$ cat src/rtl/regs2cmd_wide_if.sv
// Register-word input and AXI-Stream command output bundle for regs2cmd_wide.
// The slave modport is the block's view; the master modport is the view of whatever drives the registers and sinks commands.
interface regs2cmd_wide_if #(
    parameter int NUM_WORDS = 2,
    parameter int WORD_W    = 32
);
    logic [NUM_WORDS*WORD_W-1:0] regs_data;
    logic [NUM_WORDS-1:0]        regs_strobe;
    logic [NUM_WORDS*WORD_W-1:0] cmd_TDATA;
    logic                        cmd_TVALID;
    logic                        cmd_TREADY;
    logic [NUM_WORDS-1:0]        pending;
    logic                        ovf_err;

    modport master (
        output regs_data,
        output regs_strobe,
        output cmd_TREADY,
        input  cmd_TDATA,
        input  cmd_TVALID,
        input  pending,
        input  ovf_err
    );

    modport slave (
        input  regs_data,
        input  regs_strobe,
        input  cmd_TREADY,
        output cmd_TDATA,
        output cmd_TVALID,
        output pending,
        output ovf_err
    );
endinterface

$ cat src/rtl/regs2cmd_wide.sv
// Gathers NUM_WORDS strobed register words into one wide AXI-Stream command (optional REGS2CMD_WIDE_OVF_DETECT_EN adds a sticky overwrite flag).
// Latency: one cycle from the last missing word's strobe to cmd_TVALID; one command per cycle when the sink keeps up.
// Backpressure: a complete staging set waits while the output is stalled; new strobes overwrite staged words (last write wins).
module regs2cmd_wide #(
    parameter int NUM_WORDS = 2,
    parameter int WORD_W    = 32
) (
    input  logic           clk,
    input  logic           rst,
    regs2cmd_wide_if.slave bus
);
    logic [NUM_WORDS-1:0]        stg_vld;
    logic [WORD_W-1:0]           stg_dat [NUM_WORDS];
    logic [NUM_WORDS*WORD_W-1:0] stg_flat;
    logic [NUM_WORDS*WORD_W-1:0] out_dat;
    logic                        out_vld;
    logic                        stg_full;
    logic                        out_free;
    logic                        load;

    always_comb begin
        stg_flat = '0;
        for (int w = 0; w < NUM_WORDS; w++) begin
            stg_flat[w*WORD_W +: WORD_W] = stg_dat[w];
        end
    end

    // The output register is free when empty or being drained on this edge.
    assign stg_full = &stg_vld;
    assign out_free = !out_vld || bus.cmd_TREADY;
    assign load     = stg_full && out_free;

    // A strobe on the load edge belongs to the next command, so it wins over the clear.
    always_ff @(posedge clk or negedge rst) begin
        if (!rst) begin
            stg_vld <= '0;
            for (int w = 0; w < NUM_WORDS; w++) begin
                stg_dat[w] <= '0;
            end
        end else begin
            for (int w = 0; w < NUM_WORDS; w++) begin
                if (bus.regs_strobe[w]) begin
                    stg_dat[w] <= bus.regs_data[w*WORD_W +: WORD_W];
                    stg_vld[w] <= 1'b1;
                end else if (load) begin
                    stg_vld[w] <= 1'b0;
                end
            end
        end
    end

    always_ff @(posedge clk or negedge rst) begin
        if (!rst) begin
            out_vld <= 1'b0;
            out_dat <= '0;
        end else if (load) begin
            out_vld <= 1'b1;
            out_dat <= stg_flat;
        end else if (out_vld && bus.cmd_TREADY) begin
            out_vld <= 1'b0;
        end
    end

    assign bus.cmd_TDATA  = out_dat;
    assign bus.cmd_TVALID = out_vld;
    assign bus.pending    = stg_vld;

`ifdef REGS2CMD_WIDE_OVF_DETECT_EN
    logic ovf_q;

    // An overwrite is a strobe on an already-staged word that is not being consumed this edge.
    always_ff @(posedge clk or negedge rst) begin
        if (!rst) begin
            ovf_q <= 1'b0;
        end else if (|(bus.regs_strobe & stg_vld) && !load) begin
            ovf_q <= 1'b1;
        end
    end

    assign bus.ovf_err = ovf_q;
`else
    assign bus.ovf_err = 1'b0;
`endif
endmodule

$ cat src/flat_wrapper.sv
// flat-port wrapper written by rule: the top's interface ports become plain ports
module regs2cmd_wide_flat 
#(
    parameter int NUM_WORDS = 2,
    parameter int WORD_W    = 32
)
  (clk, rst, bus_regs_data, bus_regs_strobe, bus_cmd_TREADY, bus_cmd_TDATA, bus_cmd_TVALID, bus_pending, bus_ovf_err);
  regs2cmd_wide_if #(.NUM_WORDS(NUM_WORDS), .WORD_W(WORD_W)) bus_i ();
  input  logic clk;
  input  logic rst;
  input wire logic [$bits(bus_i.regs_data)-1:0] bus_regs_data;
  input wire logic [$bits(bus_i.regs_strobe)-1:0] bus_regs_strobe;
  input wire logic [$bits(bus_i.cmd_TREADY)-1:0] bus_cmd_TREADY;
  output wire logic [$bits(bus_i.cmd_TDATA)-1:0] bus_cmd_TDATA;
  output wire logic [$bits(bus_i.cmd_TVALID)-1:0] bus_cmd_TVALID;
  output wire logic [$bits(bus_i.pending)-1:0] bus_pending;
  output wire logic [$bits(bus_i.ovf_err)-1:0] bus_ovf_err;
  assign bus_i.regs_data = bus_regs_data;
  assign bus_i.regs_strobe = bus_regs_strobe;
  assign bus_i.cmd_TREADY = bus_cmd_TREADY;
  assign bus_cmd_TDATA = bus_i.cmd_TDATA;
  assign bus_cmd_TVALID = bus_i.cmd_TVALID;
  assign bus_pending = bus_i.pending;
  assign bus_ovf_err = bus_i.ovf_err;
  regs2cmd_wide #(.NUM_WORDS(NUM_WORDS), .WORD_W(WORD_W)) u_core (.clk(clk), .rst(rst), .bus(bus_i));
endmodule
$ cat config.mk
export PLATFORM = sky130hd
export DESIGN_NAME = regs2cmd_wide_flat
export DESIGN_NICKNAME = d
export VERILOG_FILES = /design/src/rtl/regs2cmd_wide_if.sv /design/src/rtl/regs2cmd_wide.sv /design/src/flat_wrapper.sv
export SDC_FILE = /design/constraint.sdc
export NUM_CORES = 1
export LEC_CHECK = 0
export CORE_ASPECT_RATIO = 1.75
export CORE_MARGIN = 3
export CORE_UTILIZATION = 48
export DETAILED_ROUTE_END_ITERATION = 7
export PLACE_DENSITY = 0.79
export SYNTH_ARGS = -nofsm -noshare
export SYNTH_HDL_FRONTEND = slang
export SYNTH_SLANG_ARGS = --single-unit
export TNS_END_PERCENT = 100
$ cat constraint.sdc
create_clock -name clk -period 1.85 [get_ports clk]
set_input_delay 0.37 -clock clk [delete_from_list [all_inputs] [get_ports clk]]
set_output_delay 0.37 -clock clk [all_outputs]
set_load 0.005 [all_outputs]
# Word-level counts from Yosys, hierarchy flattened
# Index checks and enable logic that the tools add are counted.
# word_totals
ff_bits	131
out_inout_bits	68
wordCells	19
inputBits	69
# op_classes
reduce_logical	8
mux	5
# ops
cell	count
nonzero test 2 bit	3
2-to-1 mux 1 bit	5
logical AND 1 bit	2
AND reduction 2 bit	1
zero test 1 bit	1
logical OR 1 bit	1

# Depth between registers and ports, before layout
# Gate-level depths: netlist of the first run.
# depth
ltp_word	5
mapped_depth	5
ltp_nobuf	3

# Worst setup path before layout of the first run
# OpenSTA, ideal clock, no wires.
# synth_path
path_type	reg-to-reg
from	reg u_core.out_vld, in the netlist u_core.bus.cmd_TVALID
to	reg u_core.out_dat[0], in the netlist u_core.bus.cmd_TDATA[0]
period_less_slack_ns	1.343
setup_slack_ns	0.507
path_stages_with_launch	6
t_arrival_ns	1.218
n_path_buf	2
setup_time_ns	0.125
path_cell_list	dfrtp_1 > nand2b_4 > nor2b_4 > buf_12 > buf_12 > mux2_4
# synth_via
elab_chain_len	3
# synth_rtl
element	line_no	rtl
start: declaration	regs2cmd_wide.sv:16	logic out_vld;
start signal: assignment	regs2cmd_wide.sv:54	out_vld <= 1'b0;
start signal: assignment	regs2cmd_wide.sv:57	out_vld <= 1'b1;
start signal: assignment	regs2cmd_wide.sv:60	out_vld <= 1'b0;
zero test 1 bit	regs2cmd_wide.sv:30	assign out_free = !out_vld || bus.cmd_TREADY;
logical OR 1 bit	regs2cmd_wide.sv:30	
logical AND 1 bit	regs2cmd_wide.sv:31	assign load = stg_full && out_free;
end signal: assignment	regs2cmd_wide.sv:58	out_dat <= stg_flat;
end: declaration	regs2cmd_wide.sv:15	logic [NUM_WORDS*WORD_W-1:0] out_dat;
# Every way passes these cells.
# A chain may end at the register's enable or synchronous reset.

# Worst setup path in the final report of the first run
# layout_path
from	reg u_core.stg_vld[0], in the netlist u_core.bus.pending[0]
to	out bus_pending[0]
# layout_lines
element	line_no	rtl
start: declaration	regs2cmd_wide.sv:12	logic [NUM_WORDS-1:0] stg_vld;
start signal: assignment	regs2cmd_wide.sv:36	stg_vld <= '0;
start signal: indexed assignment	regs2cmd_wide.sv:44	stg_vld[w] <= 1'b1;
start signal: indexed assignment	regs2cmd_wide.sv:46	stg_vld[w] <= 1'b0;
end: declaration	flat_wrapper.sv:16	output wire logic [$bits(bus_i.pending)-1:0] bus_pending;
# No word-level cell between the ends.

==> results of run 1 <==
stage by stage:
step	hold slack (ns)	setup WS [ns]	instances	setup TNS, ns
6_report	0.465	0.135	569	0
5_1_grt	0.484	0.0866	569	0
4_1_cts	0.471	0.108	569	0
3_5_place_dp	0.356	-0.0898	537	-3.04
3_3_place_gp	0.355	-0.0604	537	-1.53
2_1_floorplan	0.0744	0.507	284	0
metal layers:
layer  up-vias  track usage  wire length (µm)
met4         0       0.0851               293
met1      1454        0.212              3930
met2        94        0.305              5660
met5         -            0                 0
met3        20       0.0579               560
li1       1286            -                 -
final timing paths:
check | start | end | cells after the start
max | u_core.bus.pending[0]$_DFFE_PN0P_ | bus_pending[0] | 1
min | rst | u_core.bus.cmd_TDATA[49]$_DFFE_PN0P_ | 2
max reg2reg | u_core.bus.pending[0]$_DFFE_PN0P_ | u_core.bus.cmd_TDATA[63]$_DFFE_PN0P_ | 4
min reg2reg | u_core.stg_dat[29]$_DFFE_PN0P_ | u_core.bus.cmd_TDATA[61]$_DFFE_PN0P_ | 1
max in group asynchronous | rst | u_core.bus.cmd_TDATA[39]$_DFFE_PN0P_ | 3
min in group clk | u_core.stg_dat[29]$_DFFE_PN0P_ | u_core.bus.cmd_TDATA[61]$_DFFE_PN0P_ | 1
power groups by stage:
stage	logic (mW)	clock network (mW)	registers [mW]
final	2.50	3.48	3.93
after global placement	2.46	0	3.94
after floorplan	1.17	0	3.91
after detailed placement	2.53	0	3.96
after global routing	2.65	3.70	4.01
after CTS	2.56	3.56	3.94
cell type report:
cell class / instances / share of cell area
multi-input combinational: 137 / 0.238
sequential: 131 / 0.450
tap: 127 / 0.0218
clock inverter: 10 / 0.0213
timing repair buffer: 143 / 0.204
clock buffer: 21 / 0.0646
registers in the layout, summed over array words and instances, names as in the netlist:
signal	cells
u_core.stg_dat	64
u_core.bus.cmd_TVALID	1
u_core.bus.pending	2
u_core.bus.cmd_TDATA	64
placed cells by master, fill, tap and decap left out, drive strengths merged:
cell type	n
buf	8
clkbuf	21
a21o	2
clkinv	4
dfrtp	131
bufinv	4
conb	1
mux2	128
clkdlybuf4s50	134
clkinvlp	2
nand2b	1
nor2b	1
dlygate4sd3	1
nand2	4
kinds of logic after synthesis:
logic type	synth area share
muxes	0.321
DFF	0.631
AOI/OAI and AO/OA	0.00289
buffers and inverters	0.0357
other	0.000722
and+or+nand+nor	0.00867
what timing repair did:
action                    CTS  global route
hold endpoints to repair   33             0
hold buffers                1             0
gates resized for setup     0             0
==> qor.txt, run 1 <==
Iter 0 DRT Violations: 110
Wire per inst: 18.3 µm
Post-synth top area cell: dfrtp_1
Seq/Total Area, Yosys: 0.631
Sw Share: 0.226
Static Leak: 3.20 nW
Critical path class: reg -> out
Total area of sequential cells: 3280 µm²
Setup Viol. Count Final: 0
Tot Pwr: 9.91 mW
First-pass GRT wire length: 16.9 mm
Fin. Hold Viols: 0
Row Count: 49
Final GP Congestion: 0.722
Placeable core area: 10,400 µm²
Dpl hpwl: 7.09 mm
Status: finished, final reports clean
PwrDens: 1360 nW/µm²
Post-synth EDFFs: 0
Port buffer count: 135
Die height: 144 µm
Skew-Pair Late Insertion Delay: 0.41 ns
Drc violations: 0
Buffers from clock root to sink, at most: 2
CTS clk-pin slew, worst paths: 0.05 ns
Multi-input logic area: 1730 µm²
Die width: 84.6 µm
Final slew viol count: 0
Synth top area share: 0.631
Synthesis-to-finish area growth: 40.2%
Drt total wl: 10.4 mm
Unique masters post-synth: 13
Slowest cell on crit path: clkdlybuf4s50_1
Diodes inserted: 0
Initial antenna violation count: 0
Mapped Nets: 353
Max_cap viols: 0
Psw: 2.24 mW
Synthesized flop and latch total: 131
# clock sinks: 131
Clk root buf: clkbuf_16
Startpoint types: register
Syn avg cell area: 18.3 µm²
HP Class: in -> async
1st-pass router iterations: 4
CP Capture Type: output pin
Ys async rst share: 1.00
Crit path max fanout: 4
Max Clock Freq: 583 MHz
Mapped cell area: 5190 µm²
Full die area: 12,200 µm²
Worst EP required: 1.48 ns
Sequential Power Share: 0.396
RSZ-0062 raised after global routing: no
Reg2Reg Setup Slack: 0.37 ns
Final worst-path cycle share: 0.927
Syn Inst Count: 284
Most instantiated library cell after synthesis: dfrtp_1
Gr usage total: 0.182
Fillers: 727
Minimum clock period after layout: 1.71 ns
Post-layout util: 0.698
Cell internal pwr: 7.67 mW
CP Buf/Inv Count: 1
Commonest cells in the netlist: dfrtp_1, mux2_2, mux2_4, buf_12, buf_2
Share of cells above drive strength 1: 0.382
Total grt overflow: 0
Layout Skew: 0.00821 ns
DR vias: 2,854
Peak supply drop: 0.759 mV
Num CTS Buffers: 17
ANT nets after route: 0
Synth Warn #: 0
CTS tree: built
Number of global-route vias before repair: 3,198
Cell class contributing the biggest share of worst-path delay: buffers and inverters
Clock network power share: 0.351
Largest net degree at the start of global routing: 57
Final #Nets: 499
Post-synth top flop: dfrtp_1
WP data arrival: 1.34 ns
Via density per instance: 5.02
Critical path's largest stage delay: 0.53 ns
H-tree levels: 4
Post-route design area: 7280 µm²
Post-CTS Setup Bufs: 0
Dpl cell area: 6640 µm²
Combinational fraction of design power: 0.252
IO Pins: 137
Area contributors post-synth: dfrtp_1, mux2_4, mux2_2
Initial Util: 0.498
Worst path cell trace: clkdlybuf4s50_1
(Power assumes the default switching activity.)
==> run 2: changes to the inputs <==
Settings changed: ABC_AREA set to 1.
==> qor.txt, run 2 <==
Status: finished, final reports clean
Hold slack: 0.462 ns
Row Count: 49
WP data arrival: 1.31 ns
FF-to-FF path depth: 6
Skew-Pair Late Insertion Delay: 0.40 ns
Syn Inst Count: 564
GR Layer Usage met1: 0.239
Combinational fraction of design power: 0.248
Static Leak: 3.69 nW
Max Clock Freq: 596 MHz
Area contributors post-synth: dfrtp_1, nand2_1, nand3_1
ANT nets after route: 0
Post-route design area: 7200 µm²
Critical path's largest stage delay: 0.52 ns
CTS tree: built
Initial antenna violation count: 0
Crit path max fanout: 3
Most common cell after layout, fill and taps aside: nand2_1
Buffers from clock root to sink, at most: 2
Most instantiated library cell after synthesis: nand2_1
Num CTS Buffers: 17
Number of global-route vias before repair: 4,157
Commonest cells in the netlist: nand2_1, dfrtp_1, nand3_1, buf_2, buf_6
Max_cap viols: 0
Minimum clock period after layout: 1.68 ns
Commonest non-fill, non-tap cells in the layout: nand2_1, clkdlybuf4s50_1, dfrtp_1, nand3_1, clkbuf_16
H-tree levels: 4
Reg-to-reg startpoint: u_core.bus.pending[0]$_DFFE_PN0P_
Psw: 2.61 mW
Synth top area share: 0.641
Crit path from: u_core.bus.pending[0]$_DFFE_PN0P_
Setup Viol. Count Final: 0
Cell internal pwr: 7.32 mW
Sw Share: 0.263
Setup ws final: 0.173 ns
Critical path class: reg -> out
Synthesized flop and latch total: 131
Via density per instance: 4.98
PwrDens: 1380 nW/µm²
Clock network power share: 0.356
Fin. Hold Viols: 0
Met2 GRT Util: 0.371
Placeable core area: 10,400 µm²
CP Capture Type: output pin
1st-pass router iterations: 4
Worst EP required: 1.48 ns
Synth Warn #: 0
Final #Nets: 765
Share of cells above drive strength 1: 0.0663
Peak supply drop: 0.787 mV
Drc violations: 0
Final GP Congestion: 0.771
Final worst-path cycle share: 0.907
Sum of negative setup slack: 0 ns
Worst path cell trace: clkdlybuf4s50_1
Busiest grt layer: met2
First-pass GRT wire length: 19.8 mm
Post-synth EDFFs: 0
Mapped cell area: 5110 µm²
Clk root buf: clkbuf_16
Ys async rst share: 1.00
Full die area: 12,000 µm²
Largest net degree at the start of global routing: 66
Seq/Total Area, Yosys: 0.641
Crit path depth: 1
CP Buf/Inv Count: 1
Initial Util: 0.494
Sequential Power Share: 0.396
Gr usage total: 0.210
Total grt overflow: 0
Startpoint types: register
Diodes inserted: 0
Post-synth top area cell: dfrtp_1
Die width: 84.0 µm
Reg2Reg Setup Slack: 0.44 ns
Dpl hpwl: 8.15 mm
Fillers: 804
Slowest cell on crit path: clkdlybuf4s50_1
Worst R2R End: u_core.bus.pending[0]$_DFFE_PN0P_
Post-synth top flop: dfrtp_1
Synthesis-to-finish area growth: 40.7%
Post-CTS Setup Bufs: 0
CP endpoint: bus_pending[0]
Unique masters post-synth: 11
HP Class: in -> async
DR vias: 4,166
Drt total wl: 12.1 mm
RSZ-0062 raised after global routing: no
Die height: 143 µm
Syn avg cell area: 9.07 µm²
Port buffer count: 135
Iter 0 DRT Violations: 189
CTS clk-pin slew, worst paths: 0.06 ns
Met3 Usage GRT: 0.0643
Cell class contributing the biggest share of worst-path delay: buffers and inverters
IO Pins: 137
Mapped Nets: 633
# clock sinks: 131
Post-Place Worst Slack: 0.308 ns
Wire per inst: 14.4 µm
Dpl cell area: 6550 µm²
Final slew viol count: 0
Post-CTS sizing: 0
Layout Skew: 0.0116 ns
## run 2: changes by cell type in the layout (fill, tap and decap cells not counted), sizes merged
cell	before	now
nand2b	1	0
buf	8	14
nand2	4	328
a21o	2	0
clkinv	4	3
inv	0	4
mux2	128	0
clkbuf	21	23
nor2b	1	0
nand3	0	64
## run 2: per-stage QoR
step	util	std cells	power, mW
after floorplan	-	564	4.90
after global placement	0.632	803	6.35
after detailed placement	0.632	803	6.45
after CTS	0.695	836	10.0
after global routing	0.695	836	10.4
final	0.695	836	9.92
## run 2: final cells by class
| cell class | instances | area (µm²) | area share |
|---|---|---|---|
| clock buffers | 23 | 488 | 0.0678 |
| clock inverters | 9 | 150 | 0.0209 |
| inverters | 4 | 15.0 | 0.00209 |
| multi-input cells | 393 | 1560 | 0.217 |
| flip-flops and latches | 131 | 3280 | 0.455 |
| well taps | 127 | 159 | 0.0221 |
| repair buffers | 149 | 1550 | 0.215 |
## run 2: kinds of logic (layout without fill, tap and decap cells)
kind of cell | after synthesis | count (layout) | synth area share
buf+inv | 40 | 185 | 0.0545
other cells | 1 | 1 | 0.000733
simple gates | 392 | 392 | 0.304
flops | 131 | 131 | 0.641
## run 2: worst min path at each step
stage | cells past startpoint | slack [ns] | endpoint | startpoint
CTS | 2 | 0.47 | u_core.bus.cmd_TDATA[49]$_DFFE_PN0P_ | rst
global route | 2 | 0.49 | u_core.bus.cmd_TDATA[32]$_DFFE_PN0P_ | u_core.bus.cmd_TDATA[32]$_DFFE_PN0P_
detailed placement | 1 | 0.34 | u_core.bus.cmd_TDATA[49]$_DFFE_PN0P_ | rst
finish | 2 | 0.46 | u_core.bus.cmd_TDATA[49]$_DFFE_PN0P_ | rst
floorplan | 0 | 0.07 | u_core.bus.cmd_TDATA[0]$_DFFE_PN0P_ | rst
global placement | 1 | 0.33 | u_core.bus.cmd_TDATA[49]$_DFFE_PN0P_ | rst
## run 2: per-layer routing
| layer | vias up | part of all wire |
|---|---|---|
| met1 | 2016 | 0.38 |
| met4 | 0 | 0.013 |
| li1 | 2002 | - |
| met3 | 10 | 0.055 |
| met2 | 138 | 0.55 |
| met5 | - | 0 |
## run 2: worst register-to-register path: cells and delay by family, from the launching register on
| family | cells | cell delay [ns] |
|---|---|---|
| DFF | 1 | 0.38 |
| buffers and inverters | 2 | 0.50 |
| and+or+nand+nor | 4 | 0.40 |
## run 2: power groups by stage
stage	Combinational (mW)	Clock, mW	Sequential [mW]
global route	2.71	3.71	4.01
CTS	2.50	3.59	3.94
finish	2.46	3.53	3.93
global placement	2.40	0	3.95
floorplan	0.958	0	3.94
detailed placement	2.49	0	3.96
## run 2: what timing repair did
item	in CTS	in global routing
setup endpoints to repair	0	0
endpoints found under the hold margin	45	0
hold buffers	1	0
